<file path="src/rtl/bus_initiator_pkg.sv">
// Shared definitions for the stb/we/ack peripheral bus: data width, initiator
// state encoding, the master-side control signal set and a timer sizing helper.
package bus_initiator_pkg;

    localparam int BUS_DW = 32;

    typedef enum logic [1:0] {
        ST_IDLE = 2'd0,
        ST_BUS  = 2'd1,
        ST_RSP  = 2'd2
    } bus_state_e;

    typedef struct packed {
        logic stb;
        logic we;
    } bus_ctl_t;

    // Timer bits needed to count 0..t; at least one bit so t == 0 still elaborates.
    function automatic int tmr_width(input int t);
        return (t < 1) ? 1 : $clog2(t + 1);
    endfunction

endpackage

</file>
<file path="src/rtl/bus_timeout.sv">
// Load/enable counter that raises o_expire on the last permitted cycle.
// TIMEOUT == 0 disables expiry entirely.
module bus_timeout
    import bus_initiator_pkg::*;
#(
    parameter int TIMEOUT = 16,
    parameter int TW      = tmr_width(TIMEOUT)
) (
    input  logic i_clk,
    input  logic i_rst_n,
    input  logic i_load,
    input  logic i_en,
    output logic o_expire
);

    localparam logic [TW-1:0] LAST = (TIMEOUT == 0) ? '0 : TW'(TIMEOUT - 1);

    logic [TW-1:0] cnt_q, cnt_d;

    assign o_expire = (TIMEOUT != 0) && (cnt_q == LAST);

    // Counting stops at LAST, so the counter never wraps.
    always_comb begin
        cnt_d = cnt_q;
        if (i_load)
            cnt_d = '0;
        else if (i_en && !o_expire && (TIMEOUT != 0))
            cnt_d = cnt_q + 1'b1;
    end

    always_ff @(posedge i_clk or negedge i_rst_n) begin
        if (!i_rst_n) cnt_q <= '0;
        else          cnt_q <= cnt_d;
    end

endmodule

</file>
<file path="src/rtl/bus_initiator.sv">
// Single-outstanding stb/we/ack bus master: accept one command, strobe the bus
// until ack or timeout, then hold the response until it is consumed.
module bus_initiator
    import bus_initiator_pkg::*;
#(
    parameter int AW      = 8,
    parameter int TIMEOUT = 16
) (
    input  logic              i_clk,
    input  logic              i_rst_n,
    input  logic              i_cmd_valid,
    output logic              o_cmd_ready,
    input  logic              i_cmd_we,
    input  logic [AW-1:0]     i_cmd_adr,
    input  logic [BUS_DW-1:0] i_cmd_dat,
    output logic              o_rsp_valid,
    input  logic              i_rsp_ready,
    output logic [BUS_DW-1:0] o_rsp_dat,
    output logic              o_rsp_err,
    output logic              o_stb,
    output logic              o_we,
    output logic [AW-1:0]     o_adr,
    output logic [BUS_DW-1:0] o_dat_w,
    input  logic [BUS_DW-1:0] i_dat_r,
    input  logic              i_ack
);

    bus_state_e        state_q, state_d;
    logic              we_q, we_d;
    logic [AW-1:0]     adr_q, adr_d;
    logic [BUS_DW-1:0] wdat_q, wdat_d;
    logic [BUS_DW-1:0] rdat_q, rdat_d;
    logic              err_q, err_d;
    logic              tmr_load, tmr_en, tmr_expire;
    bus_ctl_t          ctl;

    bus_timeout #(.TIMEOUT(TIMEOUT)) u_timeout (
        .i_clk    (i_clk),
        .i_rst_n  (i_rst_n),
        .i_load   (tmr_load),
        .i_en     (tmr_en),
        .o_expire (tmr_expire)
    );

    // Every output comes from state or a register; i_ack only steers next state.
    assign ctl         = '{stb: (state_q == ST_BUS), we: we_q};
    assign o_stb       = ctl.stb;
    assign o_we        = ctl.we;
    assign o_adr       = adr_q;
    assign o_dat_w     = wdat_q;
    assign o_cmd_ready = (state_q == ST_IDLE);
    assign o_rsp_valid = (state_q == ST_RSP);
    assign o_rsp_dat   = rdat_q;
    assign o_rsp_err   = err_q;

    always_comb begin
        state_d  = state_q;
        we_d     = we_q;
        adr_d    = adr_q;
        wdat_d   = wdat_q;
        rdat_d   = rdat_q;
        err_d    = err_q;
        tmr_load = 1'b0;
        tmr_en   = 1'b0;
        unique case (state_q)
            ST_IDLE: begin
                if (i_cmd_valid) begin
                    we_d     = i_cmd_we;
                    adr_d    = i_cmd_adr;
                    wdat_d   = i_cmd_dat;
                    tmr_load = 1'b1;
                    state_d  = ST_BUS;
                end
            end
            ST_BUS: begin
                // Ack is checked first so it wins in the timeout cycle.
                if (i_ack) begin
                    rdat_d  = we_q ? '0 : i_dat_r;
                    err_d   = 1'b0;
                    state_d = ST_RSP;
                end else if (tmr_expire) begin
                    rdat_d  = '0;
                    err_d   = 1'b1;
                    state_d = ST_RSP;
                end else begin
                    tmr_en  = 1'b1;
                end
            end
            ST_RSP: begin
                if (i_rsp_ready) state_d = ST_IDLE;
            end
            default: state_d = ST_IDLE;
        endcase
    end

    always_ff @(posedge i_clk or negedge i_rst_n) begin
        if (!i_rst_n) begin
            state_q <= ST_IDLE;
            we_q    <= 1'b0;
            adr_q   <= '0;
            wdat_q  <= '0;
            rdat_q  <= '0;
            err_q   <= 1'b0;
        end else begin
            state_q <= state_d;
            we_q    <= we_d;
            adr_q   <= adr_d;
            wdat_q  <= wdat_d;
            rdat_q  <= rdat_d;
            err_q   <= err_d;
        end
    end

endmodule
</file>
<file path="config.mk">
export PLATFORM = sky130hd
export DESIGN_NAME = bus_initiator
export DESIGN_NICKNAME = d
export VERILOG_FILES = /design/src/rtl/bus_initiator_pkg.sv /design/src/rtl/bus_timeout.sv /design/src/rtl/bus_initiator.sv
export SDC_FILE = /design/constraint.sdc
export NUM_CORES = 1
export LEC_CHECK = 0
export BUFFER_PORTS_ARGS = -buffer_cell sky130_fd_sc_hd__buf_2
export CAP_MARGIN = 20
export CORE_MARGIN = 1.5
export CORE_UTILIZATION = 45
export DETAILED_ROUTE_END_ITERATION = 8
export PLACE_DENSITY = 0.73
export SKIP_CTS_REPAIR_TIMING = 1
export SLEW_MARGIN = 20
export SYNTH_ARGS = -nofsm -noshare
export SYNTH_HDL_FRONTEND = slang
export SYNTH_HIERARCHICAL = 1
export SYNTH_SLANG_ARGS = --single-unit
export TNS_END_PERCENT = 1
</file>
<file path="constraint.sdc">
create_clock -name i_clk -period 4 [get_ports i_clk]
set_clock_uncertainty 0.05 [all_clocks]
set_input_delay 0.4 -clock i_clk [delete_from_list [all_inputs] [get_ports i_clk]]
set_output_delay 0.4 -clock i_clk [all_outputs]
set_load 0.05 [all_outputs]
</file>
==> out/summary.txt, run 1 <==
Bufs on Longest Clock Path -> 2
Clock-pin slew of the registers on the worst-case setup and hold paths -> 0.09 ns
Yosys reg bits -> 81
Crit path max-delay family -> simple AND/OR/NAND/NOR gates
CP bufs+invs -> 0
Cell mode on critical path -> ha_1
Synth top area cells -> dfrtp_1 (60%), mux2_4 (17%), o21ai_0 (9.0%), nand2_1 (3.5%), buf_6 (1.3%)
TritonCTS buffer count -> 9
Crit-path cells -> ha_1 > and3_1 > ha_1 > nor2_2 > o21ai_0 > o21ai_1
Cell variety after synth -> 31
Met3 Usage GRT -> 4.06%
Max FO, Critical Path -> 32
Fin. Hold Viols -> 0
Post-layout min period -> 2.37 ns
Die ar. -> 8060 um^2
Initial core utilization -> 46.7%
Crit path DAT -> 2.57 ns
Ys flop type -> dfrtp_1
Syn_area_per_cell -> 12.6 um^2
Placed Instances -> 504
# nets final -> 496
I/O Buffers -> 154
Synth-to-Final Area Change -> 31.0%
Final setup viols -> 0
Slew @ Worst Pin -> 1.08 ns
Post-Syn Area -> 3390 um^2
CTS tree -> built
Fin. max-slew vios -> 0
Max_cap viols -> 0
Post-synth EDFFs -> 0
Number of inserted diodes -> 0
Post-route DRC -> 0
Die Width -> 89.8 um
GRT met2 Usage -> 30.5%
Reg-to-reg startpoint -> u_timeout/cnt_q[0]$_DFFE_PN0P_
Crit. End Element -> flop
GR Util All Layers -> 20.0%
Synth async-reset ratio -> 100%
Post-route ant nets -> 0
Row count -> 31
Vias post-DR -> 2561
Slowest CP cell -> nor2_2
First-pass GRT wire length -> 12900 um
Routability cong. -> 0.756
Vias in the first global route -> 2541
Top-area cell type share of the netlist area -> 59.8%
Slew margin rel. -> 28.0%
Clock sink total -> 81
GRT busiest layer -> met2
Fin cells -> 520
Crit path from -> u_timeout/cnt_q[0]$_DFFE_PN0P_
Fmax -> 0.423 GHz
Detailed Routing Iterations Pass 1 -> 4
Die height -> 89.8 um
Initial antenna violation count -> 0
Detailed Route WL -> 7820 um
Crit path kind -> reg -> reg
Sequential share of the synthesized area -> 59.8%
Worst EP required -> 4.21 ns
Post-DP HPWL -> 5310 um
Core ar. -> 7250 um^2
Unrepaired setup endpoints after global routing -> no
Routed WL per cell -> 15.0 um
Root buf cell -> clkbuf_8
DRT iter0 DRCs -> 112
Pin count of the biggest net entering global routing -> 82
Worst Hold Class -> in -> async
Share of layout cells above drive strength 1 -> 51.8%
Synth warn -> 6
Fillers -> 590
Net Count, Synth -> 348
Htree depth -> 3
# IOs -> 155
Clk Latency, worst-skew pair -> 0.34 ns
Most area-hungry cell type in the Yosys netlist -> dfrtp_1
Status -> completed
CP max stage delay -> 0.85 ns
GRT overflow -> 0
Mapped Cells -> 268
Final period util -> 59.2%
Vias/cell -> 4.93
Final setup TNS -> 0 ns
Worst setup SP type -> flop
Met1 Track Usage GR -> 28.1%
cell usage in the layout (no fill, tap or decap), drive strengths merged, types with 2 or more instances in the layout:
cell	instances
nor2	7
nor2b	2
clkbuf	10
inv	3
o21ai	66
dfrtp	81
bufinv	2
nand2	32
nand2b	2
ha	2
mux2	42
buf	155
clkinv	4
a21oi	2
logic make-up after synthesis:
family                     count (synthesis)  synth area share (%)
DFF                                       81                  59.8
muxes                                     43                  18.5
buffers and inverters                     21                  3.43
adders and majority gates                  2                 0.738
AOI/OAI and AO/OA                         69                  10.4
xor gates and xnor gates                   2                 0.517
and+or+nand+nor                           50                  6.68
stage by stage:
stage               util [%]  worst slack (ns)  area, um^2  hold WS, ns
detailed placement      57.9              1.51        4200        0.437
floorplan                  -              1.75        3390       0.0544
CTS                     61.1              1.51        4430        0.197
global placement        57.8              1.66        4200        0.433
finish                  61.2              1.63        4440       0.0198
global route            61.2              1.48        4440       0.0934
layout make-up:
cell class | instances | area, um^2 | share of cell area [%]
clock buffers | 10 | 138 | 3.10
flip-flops and latches | 81 | 2030 | 45.6
well taps | 99 | 124 | 2.79
clock inverters | 6 | 91.3 | 2.06
multi-input cells | 166 | 1260 | 28.5
inverters | 3 | 11.3 | 0.254
repair buffers | 155 | 785 | 17.7
flip-flops by register name, indices dropped and copies added (netlist names):
| signal | count |
|---|---|
| o_rsp_dat | 32 |
| o_dat_w | 32 |
| u_timeout/cnt_q | 5 |
| state_q | 2 |
| o_rsp_err | 1 |
| o_we | 1 |
| o_adr | 8 |
synth_stat cells (all sizes together), types with 2 or more instances:
| cell | n |
|---|---|
| buf | 8 |
| mux2 | 42 |
| nand2 | 32 |
| nor2 | 7 |
| ha | 2 |
| a21oi | 2 |
| nand2b | 2 |
| o21ai | 66 |
| dfrtp | 81 |
| inv | 3 |
| nor2b | 2 |
| clkbuf | 10 |
final timing paths:
check,end,slack (ns),cells past startpoint
max reg2reg,o_rsp_dat[18]$_DFFE_PN0P_,1.63,6
max in group asynchronous,u_timeout/cnt_q[0]$_DFFE_PN0P_,3.38,1
min in group i_clk,o_rsp_dat[14]$_DFFE_PN0P_,0.23,3
min,o_adr[5]$_DFFE_PN0P_,0.02,1
min reg2reg,o_dat_w[3]$_DFFE_PN0P_,0.46,1
max,o_rsp_dat[18]$_DFFE_PN0P_,1.63,6
metal layers:
layer | vias up | routed length [um]
met4 | 0 | 157
met2 | 111 | 3690
met5 | - | 0
met3 | 12 | 435
li1 | 1209 | -
met1 | 1229 | 3540
worst reg2reg max path, cell delays in order, from the launching register on:
cell	delay, ns
dfrtp_1	0.41
ha_1	0.22
and3_1	0.17
ha_1	0.29
nor2_2	0.85
o21ai_0	0.18
o21ai_1	0.13
Power of run 1 is not shown: default switching activity piles up to over one toggle a cycle in this logic, so the estimate is an artifact.
==> run 2: changes to the inputs <==
clock period = 2.42 ns   (was 4 ns; I/O delays follow)
==> run 2 against run 1 <==
Against the previous run: die area is the same; final cell count grew 1.5%; worst hold slack gained 0.029 ns; via count grew 2.2%; non-clock buffer count grew 8; maximum frequency grew 9.6%; core utilization grew 1.0 points; clock-buffer cell count is the same; highest routed layer unchanged; global-route usage shrank 0.41 points.
==> out/summary.txt, run 2 (synthesized netlist as in run 1, its figures left out) <==
Root buf cell -> clkbuf_8
Worst EP required -> 2.60 ns (-1.61 ns)
# IOs -> 155 (unchanged)
R2R setup slack -> 0.26 ns (-1.37 ns)
I/O Buffers -> 154 (unchanged)
Fin. max-slew vios -> 0 (unchanged)
Initial antenna violation count -> 0 (unchanged)
Fmax -> 0.463 GHz (+9.6%)
Synth-to-Final Area Change -> 33.1%
Vias/cell -> 4.96 (+0.68%)
Die height -> 89.8 um (unchanged)
Core ar. -> 7250 um^2 (unchanged)
# nets final -> 504 (+1.6%)
Crit path kind -> reg -> reg
Htree depth -> 3 (unchanged)
Clk Latency, worst-skew pair -> 0.34 ns (about the same)
Fin. Hold Viols -> 0 (unchanged)
Status -> completed
Vias post-DR -> 2618 (+2.2%)
Final setup TNS -> 0 ns (unchanged)
Most common cell after layout, fill and taps aside -> buf_2
Detailed Routing Iterations Pass 1 -> 4 (unchanged)
Worst Hold Class -> in -> reg
Max FO, Critical Path -> 5 (-84%)
Pin count of the biggest net entering global routing -> 44 (-46%)
Endpoint, Worst Hold -> state_q[1]$_DFFE_PN0P_
Crit. End Element -> flop
Post-layout min period -> 2.16 ns (-0.208 ns)
Most frequent cells in the layout -> buf_2 (153), dfrtp_1 (81), o21ai_0 (61), mux2_4 (38), nand2_1 (32)
Clock-pin slew of the registers on the worst-case setup and hold paths -> 0.07 ns (-0.02 ns)
Clock sink total -> 81 (unchanged)
Slew @ Worst Pin -> 0.506 ns (-0.573 ns)
GR Util All Layers -> 19.6% (-0.41 points)
TritonCTS buffer count -> 9 (unchanged)
Worst R2R Path Depth -> 7 (+1)
CTS tree -> built
R2r endpoint -> u_timeout/cnt_q[3]$_DFFE_PN0P_
WHS Path Cells -> 2
Routability cong. -> 0.796 (+5.3%)
Worst Hold Launch -> i_rsp_ready
Unrepaired setup endpoints after global routing -> no
Post-route ant nets -> 0 (unchanged)
Crit path DAT -> 2.34 ns (-0.23 ns)
Initial core utilization -> 46.7% (unchanged)
Row count -> 31 (unchanged)
Die Width -> 89.8 um (unchanged)
First-pass GRT wire length -> 12500 um (-3.0%)
Detailed Route WL -> 7710 um (-1.5%)
Share of layout cells above drive strength 1 -> 52.2% (+0.43 points)
Post-DP HPWL -> 5420 um (+2.0%)
Final setup viols -> 0 (unchanged)
Slew margin rel. -> 66.3% (+38 points)
Bufs on Longest Clock Path -> 2 (unchanged)
Worst setup SP type -> flop
Post-route DRC -> 0 (unchanged)
GRT overflow -> 0 (unchanged)
Routed WL per cell -> 14.6 um (-3.0%)
DRT iter0 DRCs -> 94 (-16%)
Reg-to-reg startpoint -> u_timeout/cnt_q[0]$_DFFE_PN0P_
Vias in the first global route -> 2480 (-2.4%)
Max_cap viols -> 0 (unchanged)
Number of inserted diodes -> 0 (unchanged)
Final period util -> 89.2% (+30 points)
Die ar. -> 8060 um^2 (unchanged)
## run 2: worst max-delay path by stage
| stage | from | end | slack [ns] | cells after the start |
|---|---|---|---|---|
| after floorplan | state_q[0]$_DFFE_PN0P_ | u_timeout/cnt_q[3]$_DFFE_PN0P_ | 0.17 | 6 |
| after global placement | u_timeout/cnt_q[0]$_DFFE_PN0P_ | u_timeout/cnt_q[3]$_DFFE_PN0P_ | 0.38 | 7 |
| after detailed placement | u_timeout/cnt_q[0]$_DFFE_PN0P_ | u_timeout/cnt_q[3]$_DFFE_PN0P_ | 0.28 | 7 |
| after CTS | u_timeout/cnt_q[0]$_DFFE_PN0P_ | u_timeout/cnt_q[3]$_DFFE_PN0P_ | 0.26 | 7 |
| after global routing | u_timeout/cnt_q[0]$_DFFE_PN0P_ | u_timeout/cnt_q[3]$_DFFE_PN0P_ | 0.13 | 7 |
| final | u_timeout/cnt_q[0]$_DFFE_PN0P_ | u_timeout/cnt_q[3]$_DFFE_PN0P_ | 0.26 | 7 |
## run 2: per-stage QoR
step | std cells | area, um^2 | util, % | setup slack [ns] | hold WS, ns
finish | 528 | 4510 | 62.2 | 0.261 | 0.0489
global route | 528 | 4510 | 62.2 | 0.127 | 0.0558
CTS | 527 | 4500 | 62.1 | 0.260 | -0.183
detailed placement | 511 | 4260 | 58.7 | 0.283 | 0.200
global placement | 511 | 4260 | 58.7 | 0.382 | 0.200
floorplan | 268 | 3390 | - | 0.171 | -0.104
## run 2: area by class of cell
class | count | area [um^2]
clock buffers | 10 | 128
clock inverters | 6 | 115
fillers | 609 | 2740
inverters | 3 | 11.3
multi-input cells | 166 | 1250
flip-flops and latches | 81 | 2030
well taps | 99 | 124
repair buffers | 163 | 856
## run 2: critical path: stages (launching register included)
cell and delay [ns]:
dfrtp_1 0.41, ha_1 0.22, and3_1 0.17, ha_1 0.19, nor3_1 0.30, nor2b_4 0.27, nand4_1 0.12, mux2_1 0.31
## run 2: routing by layer
layer | up-vias | track usage, % | wire (um)
met5 | - | 0 | 0
met4 | 0 | 7.94 | 123
met3 | 10 | 4.06 | 423
met2 | 96 | 29.8 | 3630
met1 | 1281 | 27.6 | 3530
li1 | 1231 | - | -
Power of run 2 is left out for the same reason.
==> run 3: changes to the inputs <==
CTS_CLUSTER_SIZE = 24   (was not set)
PLACE_DENSITY = 0.77   (was 0.73)
==> run 3 against run 2 <==
Against the previous run: critical path depth stayed put; cell area is 0.47% higher; sequential share of layout area is 0.21 points lower; highest routed layer unchanged; setup slack worse by 0.039 ns; die area stayed put.
==> out/summary.txt, run 3 (synthesized netlist as in run 1, its figures left out) <==
Status -> completed
Routability cong. -> 0.814 (+2.3%)
Post-route ant nets -> 0 (unchanged)
Slowest CP cell -> dfrtp_1
Fmax -> 0.455 GHz (-1.8%)
Setup WS pre-CTS -> 0.122 ns (-0.161 ns)
First-pass GRT wire length -> 12100 um (-3.0%)
Worst Hold Class -> in -> reg
Bufs on Longest Clock Path -> 2 (unchanged)
Post-DP HPWL -> 5150 um (-5.1%)
Slew margin rel. -> 66.7% (+0.48 points)
Root buf cell -> clkbuf_8
Crit path kind -> reg -> reg
Unrepaired setup endpoints after global routing -> no
Clock sink total -> 81 (unchanged)
Initial antenna violation count -> 0 (unchanged)
Routed WL per cell -> 13.9 um (-4.5%)
Crit-path cells -> ha_1 > and3_1 > ha_1 > nor3_2 > nor2b_4 > nand4_1 > mux2_1
TritonCTS buffer count -> 9 (unchanged)
DRT iter0 DRCs -> 87 (-7.4%)
Post-layout min period -> 2.20 ns (+0.0387 ns)
Detailed Routing Iterations Pass 1 -> 4 (unchanged)
Row count -> 31 (unchanged)
GRT overflow -> 0 (unchanged)
Pin count of the biggest net entering global routing -> 43 (-2.3%)
Vias post-DR -> 2566 (-2.0%)
Most common cell after layout, fill and taps aside -> buf_2
CP bufs+invs -> 0 (unchanged)
Number of inserted diodes -> 0 (unchanged)
Initial core utilization -> 46.7% (unchanged)
# IOs -> 155 (unchanged)
Die Width -> 89.8 um (unchanged)
Most frequent cells in the layout -> buf_2 (153), dfrtp_1 (81), o21ai_0 (61), mux2_4 (38), nand2_1 (32)
Final period util -> 90.8% (+1.6 points)
Clock-pin slew of the registers on the worst-case setup and hold paths -> 0.07 ns (about the same)
Max_cap viols -> 0 (unchanged)
Vias in the first global route -> 2493 (+0.52%)
GR Util All Layers -> 18.9% (-0.69 points)
Final setup viols -> 0 (unchanged)
Die height -> 89.8 um (unchanged)
Crit path DAT -> 2.36 ns (+0.02 ns)
I/O Buffers -> 154 (unchanged)
Synth-to-Final Area Change -> 33.8%
Detailed Route WL -> 7330 um (-4.9%)
Fin. Hold Viols -> 0 (unchanged)
Max FO, Critical Path -> 6 (+1)
Slew @ Worst Pin -> 0.499 ns (-0.00719 ns)
CP max stage delay -> 0.42 ns (about the same)
Final Worst Setup Slack -> 0.223 ns (-0.0387 ns)
Fin cells -> 526 (-0.38%)
Cell mode on critical path -> ha_1
Worst setup SP type -> flop
Share of layout cells above drive strength 1 -> 52.0% (-0.22 points)
Htree depth -> 3 (unchanged)
Vias/cell -> 4.88 (-1.6%)
Crit. End Element -> flop
Placed Instances -> 510 (-0.20%)
Post-route DRC -> 0 (unchanged)
Fillers -> 565 (-7.2%)
# nets final -> 503 (-0.20%)
CTS tree -> built
Clk Latency, worst-skew pair -> 0.33 ns (about the same)
Crit path max-delay family -> simple AND/OR/NAND/NOR gates
Die ar. -> 8060 um^2 (unchanged)
Core ar. -> 7250 um^2 (unchanged)
Final setup TNS -> 0 ns (unchanged)
Worst EP required -> 2.58 ns (-0.02 ns)
Fin. max-slew vios -> 0 (unchanged)
## run 3: stage by stage
stage	utilization (%)	cell area (um^2)	hold slack, ns
finish	62.5	4530	0.0413
global route	62.5	4530	0.0293
CTS	62.3	4520	-0.195
detailed placement	58.8	4260	0.191
global placement	58.8	4260	0.184
floorplan	-	3390	-0.104
## run 3: final timing paths
kind,startpoint,endpoint,slack [ns],cells past startpoint
worst min register to register,o_rsp_dat[13]$_DFFE_PN0P_,o_rsp_dat[13]$_DFFE_PN0P_,0.45,2
worst max register to register,u_timeout/cnt_q[0]$_DFFE_PN0P_,u_timeout/cnt_q[3]$_DFFE_PN0P_,0.22,7
min in group asynchronous,i_rst_n,o_dat_w[8]$_DFFE_PN0P_,0.36,2
worst min-delay path,i_rsp_ready,state_q[1]$_DFFE_PN0P_,0.04,2
max in group asynchronous,i_rst_n,o_dat_w[14]$_DFFE_PN0P_,1.36,3
worst max-delay path,u_timeout/cnt_q[0]$_DFFE_PN0P_,u_timeout/cnt_q[3]$_DFFE_PN0P_,0.22,7
## run 3: layer usage
layer	GRT usage [%]	up-vias	routed length, um
li1	-	1226	-
met1	24.3	1221	3260
met2	29.5	105	3450
met3	4.48	14	431
met4	10.4	0	183
met5	0	-	0
## run 3: cell type report
| type | count | area, um^2 | area share [%] |
|---|---|---|---|
| inverter | 3 | 11.3 | 0.248 |
| tap | 99 | 124 | 2.73 |
| sequential | 81 | 2030 | 44.7 |
| timing repair buffer | 162 | 861 | 19.0 |
| multi-input combinational | 166 | 1250 | 27.7 |
| clock buffer | 10 | 128 | 2.81 |
| clock inverter | 5 | 129 | 2.84 |
## run 3: worst reg2reg max path: stages, from the launching register on
cell and delay [ns]:
dfrtp_1 0.42, ha_1 0.22, and3_1 0.17, ha_1 0.28, nor3_2 0.25, nor2b_4 0.24
nand4_1 0.13, mux2_1 0.33
Power of run 3 is left out for the same reason.
